File: config.mk
export PLATFORM = sky130hd
export DESIGN_NAME = button_event_fsm
export DESIGN_NICKNAME = d
export VERILOG_FILES = /design/src/rtl/stopwatch_pkg.sv /design/src/rtl/edge_detect.sv /design/src/rtl/button_event_fsm.sv
export SDC_FILE = /design/constraint.sdc
export NUM_CORES = 1
export LEC_CHECK = 0
export BUFFER_PORTS_ARGS = -buffer_cell sky130_fd_sc_hd__buf_4
export CORE_MARGIN = 2
export CORE_UTILIZATION = 40
export DETAILED_ROUTE_END_ITERATION = 10
export HOLD_SLACK_MARGIN = 0.08
export MAX_ROUTING_LAYER = met4
export PLACE_DENSITY = 0.68
export SLEW_MARGIN = 20
export SYNTH_ARGS = -nofsm -noshare
export SYNTH_HDL_FRONTEND = slang
export SYNTH_SLANG_ARGS = --single-unit
File: constraint.sdc
create_clock -name clk -period 2.7 [get_ports clk]
set_clock_uncertainty 0.1 [all_clocks]
set_input_delay 0.54 -clock clk [delete_from_list [all_inputs] [get_ports clk]]
set_output_delay 0.54 -clock clk [all_outputs]
set_load 0.1 [all_outputs]
File: src/rtl/stopwatch_pkg.sv
// Shared constants for the stopwatch button path: FSM state encodings,
// default hold/repeat timing for the 100 MHz board clock, and a width helper.
package stopwatch_pkg;

    localparam logic [1:0] ST_IDLE      = 2'd0;
    localparam logic [1:0] ST_PRESSED   = 2'd1;
    localparam logic [1:0] ST_LONG_HELD = 2'd2;

    localparam int DEF_LONG_CYCLES   = 100_000_000;
    localparam int DEF_REPEAT_CYCLES = 25_000_000;

    function automatic int cnt_width(input int a, input int b);
        return $clog2((a > b) ? a : b) + 1;
    endfunction

endpackage

File: src/rtl/edge_detect.sv
// Single-flop edge detector: rise/fall compare the current level with the
// level seen at the previous clock edge.
module edge_detect #(
    parameter logic RESET_VAL = 1'b0
) (
    input  logic clk,
    input  logic rst_n,
    input  logic din,
    output logic rise,
    output logic fall
);

    logic prev_q;
    logic prev_d;

    always_comb begin
        prev_d = din;
    end

    always_ff @(posedge clk or negedge rst_n) begin
        if (!rst_n) begin
            prev_q <= RESET_VAL;
        end else begin
            prev_q <= prev_d;
        end
    end

    assign rise = din & ~prev_q;
    assign fall = ~din & prev_q;

endmodule

File: src/rtl/button_event_fsm.sv
// Converts a clean button level into single-cycle press/release/click/
// long-press/repeat pulses plus a held level for the stopwatch controller.
module button_event_fsm
    import stopwatch_pkg::*;
#(
    parameter int LONG_CYCLES   = DEF_LONG_CYCLES,
    parameter int REPEAT_CYCLES = DEF_REPEAT_CYCLES
) (
    input  logic clk,
    input  logic rst_n,
    input  logic btn_level,
    output logic press,
    output logic release_p,
    output logic click,
    output logic long_press,
    output logic repeat_p,
    output logic held
);

    localparam int CNT_W = cnt_width(LONG_CYCLES, REPEAT_CYCLES);
    // cnt starts at 1 on the press edge, so it equals the number of edges the
    // button has been seen high; long_press lands LONG_CYCLES edges after press.
    localparam logic [CNT_W-1:0] LONG_TC   = CNT_W'(LONG_CYCLES);
    localparam logic [CNT_W-1:0] REPEAT_TC = CNT_W'(REPEAT_CYCLES - 1);

    logic rise;
    logic fall;

    // prev resets high so a button held through reset never reports a press.
    edge_detect #(
        .RESET_VAL(1'b1)
    ) u_edge (
        .clk  (clk),
        .rst_n(rst_n),
        .din  (btn_level),
        .rise (rise),
        .fall (fall)
    );

    logic [1:0]       state_q, state_d;
    logic [CNT_W-1:0] cnt_q, cnt_d;
    logic             press_q, press_d;
    logic             release_q, release_d;
    logic             click_q, click_d;
    logic             long_q, long_d;
    logic             repeat_q, repeat_d;
    logic             held_q, held_d;

    always_comb begin
        state_d   = state_q;
        cnt_d     = cnt_q;
        press_d   = 1'b0;
        release_d = 1'b0;
        click_d   = 1'b0;
        long_d    = 1'b0;
        repeat_d  = 1'b0;

        case (state_q)
            ST_IDLE: begin
                cnt_d = '0;
                if (rise) begin
                    state_d = ST_PRESSED;
                    cnt_d   = CNT_W'(1);
                    press_d = 1'b1;
                end
            end
            ST_PRESSED: begin
                // prev is always 1 here, so fall is exactly btn_level==0;
                // checking it first makes release win over terminal count.
                if (fall) begin
                    state_d   = ST_IDLE;
                    cnt_d     = '0;
                    release_d = 1'b1;
                    click_d   = 1'b1;
                end else if (cnt_q == LONG_TC) begin
                    state_d = ST_LONG_HELD;
                    cnt_d   = '0;
                    long_d  = 1'b1;
                end else begin
                    cnt_d = cnt_q + CNT_W'(1);
                end
            end
            ST_LONG_HELD: begin
                if (fall) begin
                    state_d   = ST_IDLE;
                    cnt_d     = '0;
                    release_d = 1'b1;
                end else if (cnt_q == REPEAT_TC) begin
                    cnt_d    = '0;
                    repeat_d = 1'b1;
                end else begin
                    cnt_d = cnt_q + CNT_W'(1);
                end
            end
            default: begin
                state_d = ST_IDLE;
                cnt_d   = '0;
            end
        endcase

        held_d = (state_d != ST_IDLE);
    end

    always_ff @(posedge clk or negedge rst_n) begin
        if (!rst_n) begin
            state_q   <= ST_IDLE;
            cnt_q     <= '0;
            press_q   <= 1'b0;
            release_q <= 1'b0;
            click_q   <= 1'b0;
            long_q    <= 1'b0;
            repeat_q  <= 1'b0;
            held_q    <= 1'b0;
        end else begin
            state_q   <= state_d;
            cnt_q     <= cnt_d;
            press_q   <= press_d;
            release_q <= release_d;
            click_q   <= click_d;
            long_q    <= long_d;
            repeat_q  <= repeat_d;
            held_q    <= held_d;
        end
    end

    assign press      = press_q;
    assign release_p  = release_q;
    assign click      = click_q;
    assign long_press = long_q;
    assign repeat_p   = repeat_q;
    assign held       = held_q;

endmodule
* Word level (Yosys, flattened, before mapping)
Index checks and enable logic that the tools add are counted.
** Storage, ports and cells
- Register bits after elaboration :: 37
- Bits of input ports :: 3
- Output and inout bits :: 6
- Logic and storage cells :: 43
** Cells by class
- Add/sub/neg operators :: 1
- Eq/ne operators :: 4
- Mux-type cells :: 22
- Bitwise operators :: 4
- Reductions and logical operators :: 3
** Operator list (count)
- $mux W28 :: 4
- $pmux W28 S3 :: 1
- $add A28 B1 Y28 const B :: 1
- $eq A28 B25 Y1 const B :: 1
- $eq A28 B27 Y1 const B :: 1
- $mux W1 :: 12
- $mux W2 :: 4
- $pmux W2 S3 :: 1
- $and A1 B1 Y1 :: 2
- $eq A2 B1 Y1 const B :: 1
- $eq A2 B2 Y1 const B :: 1
- $logic_not A2 Y1 :: 1
- $not A1 Y1 :: 2
- $reduce_bool A2 Y1 :: 1
- $reduce_or A2 Y1 :: 1

* Logic depth before layout (Yosys ltp)
- Depth in word-level cells :: 5
- Depth in mapped cells :: 9

* Hierarchy
A second synthesis with hierarchy kept.
** Second synthesis, totals
- Cell total of the unflattened synthesis :: 192
- Area total of the unflattened synthesis :: 1928.1 um^2
** By module, submodules not included
- button_event_fsm :: times used 1, cells an instance 189, area each 1886.8 um^2
- edge_detect :: times used 1, cells an instance 3, area each 41.3 um^2

* Least setup slack after synthesis
No wires, ideal clock.
- Path type :: register to register
- From :: register cnt_q[19]
- To :: register cnt_q[11]
- Setup time :: 119 ps
- Data arrival time :: 1830 ps
- Required time :: 2481 ps
- Slack :: 651 ps
- Cell stages (with the launch flop) :: 8
- Buffers on the path :: 2
- Clock period less this slack :: 2049 ps
- Cell sequence :: dfrtp_1 -> or4b_1 -> nor4_4 -> a21o_1 -> a21o_1 -> buf_4 -> buf_6 -> nor2_1
** On the way
- Cells in the longest elaborated chain, start to end :: 4
- Elaborated cells on any way between the ends :: 7
- Classes of those cells :: 2 x eq/ne; 5 x mux
** Ends and longest elaborated chain
- start: declaration :: line button_event_fsm.sv:41 : logic [CNT_W-1:0] cnt_q, cnt_d;
- start signal: assignment :: line button_event_fsm.sv:116 : cnt_q <= cnt_d;
- $eq A28 B25 Y1 / $eq A28 B27 Y1 (equally long branches) :: line button_event_fsm.sv:88, button_event_fsm.sv:75
- $mux W28, on equally long branches :: line button_event_fsm.sv:88, button_event_fsm.sv:75
- $mux W28, on equally long branches :: line button_event_fsm.sv:84, button_event_fsm.sv:70
- $pmux W28 S3 (*) :: line button_event_fsm.sv:58 : case (state_q)
- net cnt_d[11] :: line button_event_fsm.sv:41
Mark *: on every way through the listed nets, which the timed path passes. The rest lies on a longest branch.

* Worst setup path after layout
- From :: register cnt_q[15]
- To :: register cnt_q[26]
** On the way
- Cells in the longest elaborated chain, start to end :: 4
- Elaborated cells on any way between the ends :: 8
- Classes of those cells :: 1 x add/sub; 2 x eq/ne; 5 x mux
** Ends and longest elaborated chain (line)
- $add A28 B1 Y28 (tied with other cells) :: button_event_fsm.sv:80, button_event_fsm.sv:92
- $mux W28, on equally long branches :: button_event_fsm.sv:88, button_event_fsm.sv:75
- $mux W28, on equally long branches :: button_event_fsm.sv:84, button_event_fsm.sv:70
- $pmux W28 S3 (*) :: button_event_fsm.sv:58
- net cnt_d[26] :: button_event_fsm.sv:41
Marked as above.

==> run summary <==
Counting instances in the post-synthesis netlist gives the leading cell types as dfrtp_1, nor2_1, xor2_1. For this run, the detailed router's first-pass iteration total came to 4. After routing the design area is 2108 µm². The multiplexer area fraction after synthesis is 0%, and the width of the die is 72.96 µm. The compound-gate portion of the synthesized area was 3.355%; the minimum clock period was 2.240 ns.

The via count of the first global-routing pass came out at 1340. The flop and latch count out of synthesis was 37; the remaining antenna violation count was 0. The post-route netlist has 10.73% of its cells at a drive strength greater than 1. The biggest area contributor in the post-synthesis netlist is dfrtp_1. The cell count after synthesis came out at 190.

For this block, the via count after detailed routing is 1348. The aggregate global-route resource usage came out at 15.94%. The congestion estimate from routability-driven global placement came to 0.7938.

The overflow left after global routing was 0; the final-layout setup total negative slack was 0 ns. The root buffer cell was clkbuf_8. The tools report the number of CTS-inserted buffers as 5.

The synthesized design contains 0 enable-type register cells. The run gives 2.32 ns as the critical path arrival. Total nets after synthesis: 199.

Entering global routing, the biggest net connects 38 pins. In this run switching power makes up 33.20% of total power. The growth of design area from synthesis to finish came out at 10.86%. In the post-synthesis netlist, the biggest area contributors are dfrtp_1, xor2_1, nor2_1. The count of unique library cells instantiated by Yosys was 37. In this run the worst hold path is classified as in -> async. The clock reaches the later pin of the worst-skew pair after 0.30 ns. For the largest vdd supply drop, the log shows 0.3051 mV. Timing-limited maximum frequency: 446.4 MHz. Once the clock tree was built, the setup fixing pass inserted 0 buffers.

The floorplan step defined a core boundary enclosing 4661 µm². The logs give 25 for the cell row count and 0.4382 mW for the net load switching power. The final standard cell count with taps included and fillers excluded came out at 259. In this run, post-CTS repair resized a total of 0 instances. The logs give 2.423 mm for the half-perimeter wire length after detailed placement and 2 for the number of buffers between clock root and the deepest sink. Post-placement cell area: 2018 µm².

The combinational family with the most area after synthesis is simple AND/OR/NAND/NOR gates. CTS saw 37 sinks. The die is 72.96 µm tall.

After synthesis, flip-flops and latches occupy 48.75% of the total area. The post-route fraction of the period consumed by the critical path came out at 82.97%. The flow ran to the end, and the final reports show no timing, DRC or antenna violations. The final antenna diode count is 0, and the peak fanout along the critical path is 15. After filler insertion, the fill cell instance count of the layout stands at 445. The average instance in the mapped netlist occupies 10.01 µm². For this configuration, the core starts out at a cell density of 40.81%. After detailed routing, the average wire length per cell comes to 13.49 µm.

In this run the tool buffered the top-level ports with 8 buffer cells. The run gives 0 as the synthesis warning total. The analysis attributes to cell leakage a power of 0.9177 nW.

The worst setup path is of the reg -> reg kind. TritonCTS built the clock tree. The worst-case setup margin in the final layout came out at 0.4598 ns. The clock network accounts for 30.1% of the total power.

The startpoint type of the worst setup path is a register. Setup violations remaining at the end of the flow were counted as 0. The post-synthesis share of cell area spent on and, or, nand and nor gates is 28.42%, and the number of design rule violations left after detail routing is 0.

Measured against its own limit, the worst slew margin works out to 59.47%. For the number of antenna violations at the first check in global routing, the log shows 0. Total number of nets in the final design: 213. Dividing total power by cell area gives a power density of 626.0 nW/µm².

The primary flip-flop cell chosen by synthesis mapping was dfrtp_1. The synthesized netlist devotes 11.97% of its cell area to XOR and XNOR gates. For the pin with the worst max-slew slack, the measured transition is 0.6057 ns.

The die covers 5322 µm². Combinational logic burns 23.2% of the power. The I/O pin count is 9, and the worst hold-check slack is 0.09783 ns. After clock tree synthesis, the flow added hold-fix buffers numbering 0. Registers are responsible for 46.7% of the overall power. The post-placement cell count was 251; the number of design-rule violations left by the first detailed-router iteration was 67.

The share of flip-flops with an asynchronous set or reset after synthesis is 100.0%, and the average vias per placed instance is 5.205. The final layout contains routed wiring with a total length of 3.494 mm. Setup repair after global routing left no endpoint under its margin. The total count of hold-check failures in the final report came out at 0. The first global-routing pass estimated 6.120 mm of wire. The logs give 1902 µm² for the area of the mapped netlist and 0 for the final number of max-transition violations. The worst endpoint required time was 2.78 ns; the max-capacitance violation count was 0. The number of levels in the clock H-tree was 2; the adder-cell area share of the yosys netlist was 3.947%. The tools report the internal power component as 0.8816 mW. The critical path capture point type was a register. The clock-pin slew on the worst setup and hold paths was 0.07 ns; the setup slack at placement was 0.4863 ns.

The share of synthesized area in the top cell type comes to 47.37%.
-- path summary, 6_finish.rpt --
check / start / endpoint / slack (ns) / cells past startpoint
worst min-delay path: rst_n / cnt_q[15] / 0.1 / 1
worst max-delay path: cnt_q[15] / cnt_q[26] / 0.46 / 6
min in group clk: btn_level / u_edge.prev_q / 0.27 / 1
max in group asynchronous: rst_n / u_edge.prev_q / 2.06 / 1
worst max register to register: cnt_q[15] / cnt_q[26] / 0.46 / 6
worst min register to register: cnt_q[14] / cnt_q[14] / 0.47 / 2
-- cell usage in the layout (no fill, tap or decap), types with 2 or more instances in the layout --
| cell type | instances |
|---|---|
| nor4bb_1 | 2 |
| xnor2_1 | 5 |
| inv_1 | 9 |
| ha_1 | 6 |
| buf_4 | 11 |
| nand4b_1 | 2 |
| nand2_1 | 11 |
| nand2b_1 | 2 |
| nor4_1 | 3 |
| xor2_1 | 21 |
| nand3_1 | 15 |
| nand4_1 | 7 |
| clkbuf_8 | 6 |
| clkbuf_1 | 2 |
| dfrtp_1 | 36 |
| a21o_1 | 2 |
| nor3_1 | 4 |
| and3_1 | 6 |
| and4_1 | 2 |
| nor2_1 | 36 |
-- sequential cells by signal, summed over array words and instances (netlist names) --
name / count
held: 1
u_edge.prev_q: 1
release_p: 1
state_q: 2
cnt_q: 28
repeat_p: 1
long_press: 1
click: 1
press: 1
-- metrics by stage --
| step | utilization (%) | power (mW) |
|---|---|---|
| after floorplan | - | 0.8771 |
| after global placement | 43.30 | 0.9409 |
| after detailed placement | 43.30 | 0.9375 |
| after CTS | 45.23 | 1.337 |
| after global routing | 45.23 | 1.392 |
| final | 45.23 | 1.320 |
-- metal layers --
| metal | part of all wire, % | vias to the layer above | global-route usage [%] |
|---|---|---|---|
| met1 | 51 | 642 | 20.87 |
| li1 | - | 680 | - |
| met4 | 2.1 | 0 | 8.642 |
| met3 | 3.8 | 9 | 4.144 |
| met2 | 43 | 17 | 22.53 |
| met5 | 0 | - | - |
-- critical path, cell delays in order, from the launching register on --
cell and delay (ns):
dfrtp_1 0.47, or4_1 0.57, nor4_1 0.35, a31o_1 0.22, a21o_1 0.15, buf_4 0.20
nor2_1 0.07
-- area by class of cell --
cell class | instances | area [µm²] | area share [%]
well taps | 54 | 67.56 | 3.205
repair buffers | 11 | 82.58 | 3.917
inverters | 9 | 33.78 | 1.602
flip-flops and latches | 37 | 927.1 | 43.98
clock buffers | 8 | 90.09 | 4.273
multi-input cells | 140 | 907.1 | 43.03
-- cell families (layout without fill, tap and decap cells) --
family                   after synthesis  in the layout
AO/OA/AOI/OAI                          8              8
XOR/XNOR                              26             26
adder cells (fa/ha/maj)                6              6
buffers and inverters                 13             28
flip-flops                            37             37
AND/OR/NAND/NOR                      100            100
-- power groups by stage --
stage	Combinational (mW)	Sequential [mW]	Clock, mW
global placement	0.312	0.629	0
CTS	0.311	0.617	0.409
floorplan	0.161	0.716	0
global route	0.340	0.621	0.431
finish	0.306	0.617	0.397
detailed placement	0.310	0.627	0
Power figures use the tool's default switching activity.
